$ cat config.mk
export PLATFORM = sky130hd
export DESIGN_NAME = gpio_intc
export DESIGN_NICKNAME = d
export VERILOG_FILES = /design/src/rtl/gpio_intc_pkg.sv /design/src/rtl/gpio_debounce.sv /design/src/rtl/gpio_intc.sv
export SDC_FILE = /design/constraint.sdc
export NUM_CORES = 1
export LEC_CHECK = 0
export BUFFER_PORTS_ARGS = -buffer_cell sky130_fd_sc_hd__buf_2
export CORE_MARGIN = 3
export CORE_UTILIZATION = 55
export CTS_CLUSTER_SIZE = 8
export DETAILED_ROUTE_END_ITERATION = 8
export PLACE_DENSITY = 0.84
export SLEW_MARGIN = 20
export SYNTH_ARGS = -nofsm -noshare
export SYNTH_HDL_FRONTEND = slang
export SYNTH_SLANG_ARGS = --single-unit
export TNS_END_PERCENT = 30
$ cat constraint.sdc
create_clock -name clk -period 2.9 [get_ports clk]
set_input_delay 0.29 -clock clk [delete_from_list [all_inputs] [get_ports clk]]
set_output_delay 0.29 -clock clk [all_outputs]
set_load 0.005 [all_outputs]
$ cat src/rtl/gpio_intc_pkg.sv
// Shared register offsets and bus word type for the GPIO interrupt controller.
package gpio_intc_pkg;
  localparam int ADDR_W = 3;

  localparam logic [ADDR_W-1:0] GPIO_DATA = 3'd0;
  localparam logic [ADDR_W-1:0] GPIO_EN   = 3'd1;
  localparam logic [ADDR_W-1:0] GPIO_RISE = 3'd2;
  localparam logic [ADDR_W-1:0] GPIO_FALL = 3'd3;
  localparam logic [ADDR_W-1:0] GPIO_PEND = 3'd4;
  localparam logic [ADDR_W-1:0] GPIO_STAT = 3'd5;

  typedef logic [31:0] reg_word_t;
endpackage

$ cat src/rtl/gpio_debounce.sv
// Single-channel input conditioner: synchroniser chain, plus a stability
// counter when GPIO_INTC_DEBOUNCE_EN is defined.
module gpio_debounce
  import gpio_intc_pkg::*;
#(
  parameter int DEBOUNCE_CYCLES = 4,
  parameter int SYNC_STAGES     = 2
) (
  input  logic clk,
  input  logic rst,
  input  logic i_pin,
  output logic o_deb
);
  logic [SYNC_STAGES-1:0] r_sync;
  logic                   w_sync;

  always_ff @(posedge clk) begin
    if (!rst) r_sync <= '0;
    else      r_sync <= {r_sync[SYNC_STAGES-2:0], i_pin};
  end

  assign w_sync = r_sync[SYNC_STAGES-1];

`ifdef GPIO_INTC_DEBOUNCE_EN
  localparam int CNT_W = $clog2(DEBOUNCE_CYCLES);
  localparam logic [CNT_W-1:0] CNT_LAST = CNT_W'(DEBOUNCE_CYCLES - 1);

  logic [CNT_W-1:0] r_cnt;
  logic             r_deb;

  // The counter only runs while the synchronised pin disagrees with the
  // accepted state, so any return to agreement restarts qualification.
  always_ff @(posedge clk) begin
    if (!rst) begin
      r_cnt <= '0;
      r_deb <= 1'b0;
    end else if (w_sync != r_deb) begin
      if (r_cnt == CNT_LAST) begin
        r_deb <= w_sync;
        r_cnt <= '0;
      end else begin
        r_cnt <= r_cnt + 1'b1;
      end
    end else begin
      r_cnt <= '0;
    end
  end

  assign o_deb = r_deb;
`else
  assign o_deb = w_sync;
`endif
endmodule

$ cat src/rtl/gpio_intc.sv
// GPIO input and interrupt controller: per-channel edge select, sticky
// pending, masked level irq and a single-cycle req/ack register port.
// Optional debounce counters are built when GPIO_INTC_DEBOUNCE_EN is defined.
module gpio_intc
  import gpio_intc_pkg::*;
#(
  parameter int NCH             = 8,
  parameter int DEBOUNCE_CYCLES = 4,
  parameter int SYNC_STAGES     = 2
) (
  input  logic              clk,
  input  logic              rst,
  input  logic [NCH-1:0]    gpio_in,
  input  logic              req,
  input  logic              we,
  input  logic [ADDR_W-1:0] addr,
  input  logic [31:0]       wdata,
  output logic [31:0]       rdata,
  output logic              ack,
  output logic              irq
);
  logic [NCH-1:0] w_deb;
  logic [NCH-1:0] w_set;
  logic [NCH-1:0] w_clr;
  logic           w_wr;
  reg_word_t      w_rd;

  logic [NCH-1:0] r_deb_q;
  logic [NCH-1:0] r_en;
  logic [NCH-1:0] r_rise;
  logic [NCH-1:0] r_fall;
  logic [NCH-1:0] r_pend;
  reg_word_t      r_rdata;
  logic           r_ack;
  logic           r_irq;

  for (genvar g = 0; g < NCH; g++) begin : g_ch
    gpio_debounce #(
      .DEBOUNCE_CYCLES(DEBOUNCE_CYCLES),
      .SYNC_STAGES    (SYNC_STAGES)
    ) u_deb (
      .clk  (clk),
      .rst  (rst),
      .i_pin(gpio_in[g]),
      .o_deb(w_deb[g])
    );
  end

  if (NCH < 32) begin : g_unused
    logic w_unused;
    assign w_unused = ^wdata[31:NCH];
  end

  function automatic reg_word_t zext(input logic [NCH-1:0] v);
    reg_word_t w;
    w = '0;
    w[NCH-1:0] = v;
    return w;
  endfunction

  assign w_set = (w_deb & ~r_deb_q & r_rise) | (~w_deb & r_deb_q & r_fall);
  assign w_wr  = req & we;
  assign w_clr = (w_wr && addr == GPIO_PEND) ? wdata[NCH-1:0] : '0;

  always_comb begin
    w_rd = '0;
    case (addr)
      GPIO_DATA: w_rd = zext(w_deb);
      GPIO_EN:   w_rd = zext(r_en);
      GPIO_RISE: w_rd = zext(r_rise);
      GPIO_FALL: w_rd = zext(r_fall);
      GPIO_PEND: w_rd = zext(r_pend);
      GPIO_STAT: w_rd = zext(r_pend & r_en);
      default:   w_rd = '0;
    endcase
  end

  // Clear is applied before set so an edge landing with a W1C keeps its bit.
  always_ff @(posedge clk) begin
    if (!rst) begin
      r_deb_q <= '0;
      r_en    <= '0;
      r_rise  <= '0;
      r_fall  <= '0;
      r_pend  <= '0;
      r_rdata <= '0;
      r_ack   <= 1'b0;
      r_irq   <= 1'b0;
    end else begin
      r_deb_q <= w_deb;
      r_pend  <= (r_pend & ~w_clr) | w_set;
      r_irq   <= |(r_pend & r_en);
      r_ack   <= req;
      r_rdata <= (req && !we) ? w_rd : '0;
      if (w_wr) begin
        case (addr)
          GPIO_EN:   r_en   <= wdata[NCH-1:0];
          GPIO_RISE: r_rise <= wdata[NCH-1:0];
          GPIO_FALL: r_fall <= wdata[NCH-1:0];
          default:   ;
        endcase
      end
    end
  end

  assign rdata = r_rdata;
  assign ack   = r_ack;
  assign irq   = r_irq;
endmodule

==> flow_metrics.py, run 1 <==
metrics = {
    "cells_and_area": {
        "insertedDiodeCount": 0,
        "layout-drive-gt1-share": 0.2012,
        "layout.nets": 380,
        "area_delta_synth_final_pct": 9.774,
        "fin_area_sq_mm": 0.003035,
        "final_core_util": 0.6342,
        "mostFrequentLayoutCells": "dfxtp_1, buf_2, nor2_1, conb_1, nand2_1",
        "final_common_cell": "dfxtp_1",
    },
    "sta": {
        "finClkSkew_ns": 0.003986,
        "rsz0062_at_grt": "no",
        "final.min_clock_period_ns": 1.695,
        "setup_tns_ns": 0,
        "hold_viol_final": 0,
        "setup_violations": 0,
        "drv_slew": 0,
        "worst_slew_pin_slew_ns": 0.7372,
        "maxSlewHeadroom": 0.5080,
        "timing.fmax_mhz": 590.0,
        "whs_ns": 0.1492,
        "min_period_over_period": 0.5845,
    },
    "grt": {
        "grt_max_degree": 26,
        "track_usage": 0.1923,
        "grt_pass1_wl_microns": 8894,
        "grt_overflow_total": 0,
        "antenna_found_initial": 0,
        "grt_pass1_vias": 1945,
    },
    "die": {
        "rows": 25,
        "ios": 81,
        "die-area_sq_mm": 0.005914,
        "die_x_microns": 76.91,
        "core_area_sq_mm": 0.004786,
        "initial_core_util": 0.5778,
        "die_h_microns": 76.91,
    },
    "clock_tree": {
        "clk_latency_ns": 0.34,
        "clock-sinks": 66,
        "holdBufCountCts": 0,
        "cts_made_buffers": 9,
        "post_cts_buffers": 0,
        "htree_levels": 3,
        "path_clk_slew_ns": 0.06,
        "cts_resized": 0,
        "cts_tree": "done",
        "cts_root_buffer": "clkbuf_8",
        "ctsLongestPathBuffers": 2,
    },
    "yosys": {
        "yosys-top-cells-area": "dfxtp_1, buf_4, and2_1",
        "muxShareOfSynthArea": 0.06109,
        "synthesis.instances": 305,
        "ys_warn_count": 0,
        "synth_edf_count": 0,
        "synth_area_leader_cell": "dfxtp_1",
        "synthArstFlopShare": 0,
        "ys_types": 38,
        "synth_top_flop_cell": "dfxtp_1",
        "synth-simple-area-share": 0.1778,
        "ys_ff_latch": 66,
        "synth_xor_area_frac": 0,
        "synth_compound_area_frac": 0.1575,
        "netlist_area_sq_mm": 0.002765,
        "syn_avg_cell_area_sq_um": 9.066,
        "synth_fa_ha_area_frac": 0,
        "synth_top_area_frac": 0.4778,
        "synth_top_family_by_area": "simple AND/OR/NAND/NOR gates",
        "yosysSeqAreaShare": 0.4778,
    },
    "detailed_routing": {
        "drt_first_pass_iters": 5,
        "ant_nets": 0,
        "wire_per_inst_microns": 13.50,
        "avgViaCountPerCell": 5.126,
        "drc": 0,
        "routed_wl_microns": 5467,
        "dr.first_iter.drc_count": 129,
        "vias": 2076,
    },
    "power": {
        "sw_frac_of_total": 0.2192,
        "power.switching_w": 0.0003950,
        "power_density_mw_per_mm2": 593.5,
        "clockPowerShare": 0.421,
        "ir_drop_uv": 355.0,
        "combPwrFrac": 0.059,
        "p_leak_nw": 1.243,
        "seq_power_share": 0.520,
        "intPower_w": 0.001407,
    },
    "placed_design": {
        "gp_congestion": 0.7890,
        "dpl.hpwl_microns": 3685,
        "dpl_cell_area_sq_mm": 0.002838,
        "port_buffers": 32,
    },
    "critical_path": {
        "crit_path_start_kind": "input port",
        "end_kind": "register",
        "critical_path.cell_chain": "buf_2 > and2b_1 > nand4_1 > nand3_1 > o21ai_0",
        "worst_ep_required_time_ns": 3.11,
        "critPathArrivalTime_ns": 1.90,
        "critPathKind": "in2reg",
        "cp_max_fo": 16,
        "slowest_stage": "nand4_1",
        "cp_slowest_stage_delay_ns": 0.57,
    },
    "outcome": {
        "status": "finished, final reports clean",
    },
    "run": {
        "maxCapViolCount": 0,
    },
    "hold_path": {
        "hold_class": "in2reg",
    },
}
[synth_stat cells, drive strengths merged (3+ instances only)]
| library cell | n |
|---|---|
| dfxtp | 66 |
| buf | 33 |
| nor2 | 29 |
| o21ai | 26 |
| nand2 | 20 |
| and2 | 18 |
| inv | 17 |
| nand3 | 17 |
| a21oi | 12 |
| mux2i | 9 |
| clkbuf | 8 |
| a31oi | 7 |
| mux2 | 7 |
| a22oi | 5 |
| a32oi | 5 |
| o221ai | 4 |
| nor3 | 3 |
[registers in the layout, indices dropped and copies added, names as in the netlist]
| register | cells |
|---|---|
| r_fall | 8 |
| r_pend | 8 |
| g_ch.u_deb.r_sync | 16 |
| irq | 1 |
| r_en | 8 |
| r_rise | 8 |
| ack | 1 |
| rdata | 8 |
| r_deb_q | 8 |
[path summary, 6_finish.rpt]
kind,startpoint,end,slack [ns],depth (start not counted)
max reg2reg,r_rise[4]$_SDFFE_PN0P_,rdata[4]$_SDFF_PN0_,1.82,4
min reg2reg,g_ch[4].u_deb.r_sync[0]$_SDFF_PN0_,g_ch[4].u_deb.r_sync[1]$_SDFF_PN0_,0.43,1
max,addr[2],r_fall[1]$_SDFFE_PN0P_,1.21,5
min,gpio_in[2],g_ch[2].u_deb.r_sync[0]$_SDFF_PN0_,0.15,2
[final cells by class]
| class | instances | area, sq um |
|---|---|---|
| Clock inverter | 2 | 35.03 |
| Fill cell | 428 | 1750 |
| Clock buffer | 14 | 162.7 |
| Multi-Input combinational cell | 204 | 1186 |
| Timing Repair Buffer | 35 | 182.7 |
| Inverter | 17 | 63.81 |
| Sequential cell | 66 | 1321 |
| Tap cell | 67 | 83.83 |
[power by group through the flow]
| stage | Sequential, W | Clock [W] | Combinational [W] |
|---|---|---|---|
| after global placement | 0.000956 | 0 | 0.000103 |
| final | 0.000937 | 0.000758 | 0.000107 |
| after floorplan | 0.000954 | 0 | 0.0000976 |
| after detailed placement | 0.000956 | 0 | 0.000105 |
| after global routing | 0.000938 | 0.000813 | 0.000120 |
| after CTS | 0.000936 | 0.000776 | 0.000106 |
[metal layers]
metal,track usage,up-vias,routed length [microns]
met5,0,-,0
met4,0.07609,0,62
met3,0.07512,10,479
met2,0.2979,65,2594
met1,0.2395,946,2330
li1,-,1055,-
[metrics by stage]
step                      cells  setup WS [ns]  power [W]
final                       405          1.205   0.001802
after global routing        405          1.063   0.001871
after CTS                   405          1.207   0.001818
after detailed placement    389         0.8707   0.001062
after global placement      389         0.9114   0.001059
after floorplan             328          1.447   0.001052
[worst max-delay path, delay by kind of cell]
kind,cells,cell delay [ns]
buf+inv,1,0.17
compound gates,1,0.10
simple gates,3,1.33
[logic make-up (layout without fill, tap and decap cells)]
group	Yosys count	after routing
AND/OR/NAND/NOR	98	98
AO/OA/AOI/OAI	66	66
flip-flops	66	66
buffers and inverters	58	68
multiplexers	16	16
other	1	24
(Power assumes the default switching activity.)
==> run 2, diff against run 1 <==
- CORE_UTILIZATION: 55 -> 51
- PLACE_DENSITY: 0.84 -> 0.79
- clock period: 2.9 -> 1.72 ns (I/O delays scaled with it)
==> flow_metrics.py, run 2 (synthesized netlist as in run 1, its figures left out) <==
metrics = {
    "die": {
        "ios": 81,
        "die_h_microns": 79.64,
        "initial_core_util": 0.5346,
        "rows": 26,
        "core_area_sq_mm": 0.005172,
        "die_x_microns": 79.64,
        "die-area_sq_mm": 0.006342,
    },
    "cells_and_area": {
        "area_delta_synth_final_pct": 12.44,
        "final_common_cell": "dfxtp_1",
        "fillers": 446,
        "mostFrequentLayoutCells": "dfxtp_1, buf_2, nor2_1, conb_1, nand2_1",
        "layout-drive-gt1-share": 0.2270,
        "layout.nets": 391,
        "insertedDiodeCount": 0,
        "top_register": "g_ch.u_deb.r_sync",
        "fin_area_sq_mm": 0.003109,
        "largest_register_ffs": 16,
    },
    "critical_path": {
        "end_kind": "register",
        "critical_path.cell_chain": "mux2_2 > a22oi_1 > o21ai_0 > nor2b_1",
        "cp_max_fo": 3,
        "crit_path_start_kind": "register",
        "r2r_slack_ns": 0.61,
        "cp_slowest_stage_delay_ns": 0.33,
        "worst_ep_required_time_ns": 1.93,
        "critPathArrivalTime_ns": 1.32,
        "slowest_stage": "dfxtp_1",
        "critPathKind": "reg2reg",
    },
    "detailed_routing": {
        "ant_nets": 0,
        "drc": 0,
        "dr.first_iter.drc_count": 193,
        "routed_wl_microns": 5677,
        "vias": 2162,
        "wire_per_inst_microns": 13.58,
        "drt_first_pass_iters": 5,
        "avgViaCountPerCell": 5.172,
    },
    "clock_tree": {
        "cts_made_buffers": 9,
        "path_clk_slew_ns": 0.07,
        "ctsLongestPathBuffers": 2,
        "htree_levels": 3,
        "clk_latency_ns": 0.33,
        "clock-sinks": 66,
        "post_cts_buffers": 0,
        "cts_tree": "done",
        "holdBufCountCts": 0,
        "cts_root_buffer": "clkbuf_8",
        "cts_resized": 0,
    },
    "sta": {
        "min_period_over_period": 0.6438,
        "final.min_clock_period_ns": 1.107,
        "hold_viol_final": 0,
        "drv_slew": 0,
        "finClkSkew_ns": 0.003987,
        "rsz0062_at_grt": "no",
        "setup_violations": 0,
        "timing.fmax_mhz": 903.0,
        "fin_ws_ns": 0.6126,
        "setup_tns_ns": 0,
    },
    "grt": {
        "grt_max_degree": 23,
        "grt_pass1_wl_microns": 9108,
        "grt_pass1_vias": 1944,
        "antenna_found_initial": 0,
        "track_usage": 0.1899,
        "grt_overflow_total": 0,
    },
    "run": {
        "maxCapViolCount": 0,
    },
    "hold_path": {
        "hold_class": "in2reg",
    },
    "placed_design": {
        "port_buffers": 32,
        "dpl.hpwl_microns": 4007,
        "dpl_cell_area_sq_mm": 0.002924,
        "pre_cts_slack_ns": 0.2854,
        "gp_congestion": 0.8610,
    },
    "power": {
        "ir_drop_uv": 529.5,
        "power_density_mw_per_mm2": 964.3,
        "p_leak_nw": 1.289,
    },
    "outcome": {
        "status": "finished, final reports clean",
    },
}
run 2: worst paths after layout:
| check | cells past startpoint | endpoint | start |
|---|---|---|---|
| max | 4 | rdata[4]$_SDFF_PN0_ | r_rise[4]$_SDFFE_PN0P_ |
| min | 2 | g_ch[0].u_deb.r_sync[0]$_SDFF_PN0_ | gpio_in[0] |
| max reg2reg | 4 | rdata[4]$_SDFF_PN0_ | r_rise[4]$_SDFFE_PN0P_ |
| min reg2reg | 1 | g_ch[1].u_deb.r_sync[1]$_SDFF_PN0_ | g_ch[1].u_deb.r_sync[0]$_SDFF_PN0_ |
run 2: per-stage QoR:
stage          hold WS (ns)  std cells  utilization  power [W]
6_report            0.03952        418       0.6011   0.002998
5_1_grt             0.02803        418       0.6011   0.003117
4_1_cts             0.02737        418       0.6011   0.003018
3_5_place_dp         0.3801        403       0.5653   0.001806
3_3_place_gp         0.3765        403       0.5653   0.001801
2_1_floorplan        0.2623        328            -   0.001773
run 2: power breakdown:
part           internal [W]  total [W]  switching (W)
Sequential          0.00156    0.00158      0.0000175
Clock              0.000697    0.00122       0.000526
Combinational     0.0000742   0.000196       0.000122
Total               0.00233    0.00300       0.000666
run 2: routing by layer:
metal / up-vias / wire length (microns) / track usage
li1: 1072 / - / -
met1: 987 / 2564 / 0.2500
met2: 90 / 2582 / 0.2821
met3: 13 / 396 / 0.03950
met4: 0 / 134 / 0.1186
met5: - / 0 / 0
run 2: cell type report:
type / instances / area [sq um] / share of cell area
well taps: 70 / 87.58 / 0.02817
inverters: 17 / 63.81 / 0.02052
clock inverters: 3 / 40.04 / 0.01288
multi-input cells: 204 / 1186 / 0.3815
clock buffers: 12 / 145.1 / 0.04668
flip-flops and latches: 66 / 1321 / 0.4250
repair buffers: 46 / 265.3 / 0.08531
run 2: worst max-delay path: cells and delay by family, from the launching register on:
kind             cells  cell delay (ns)
AND/OR/NAND/NOR      1             0.14
multiplexers         1             0.27
flip-flops           1             0.33
AO/OA/AOI/OAI        2             0.25
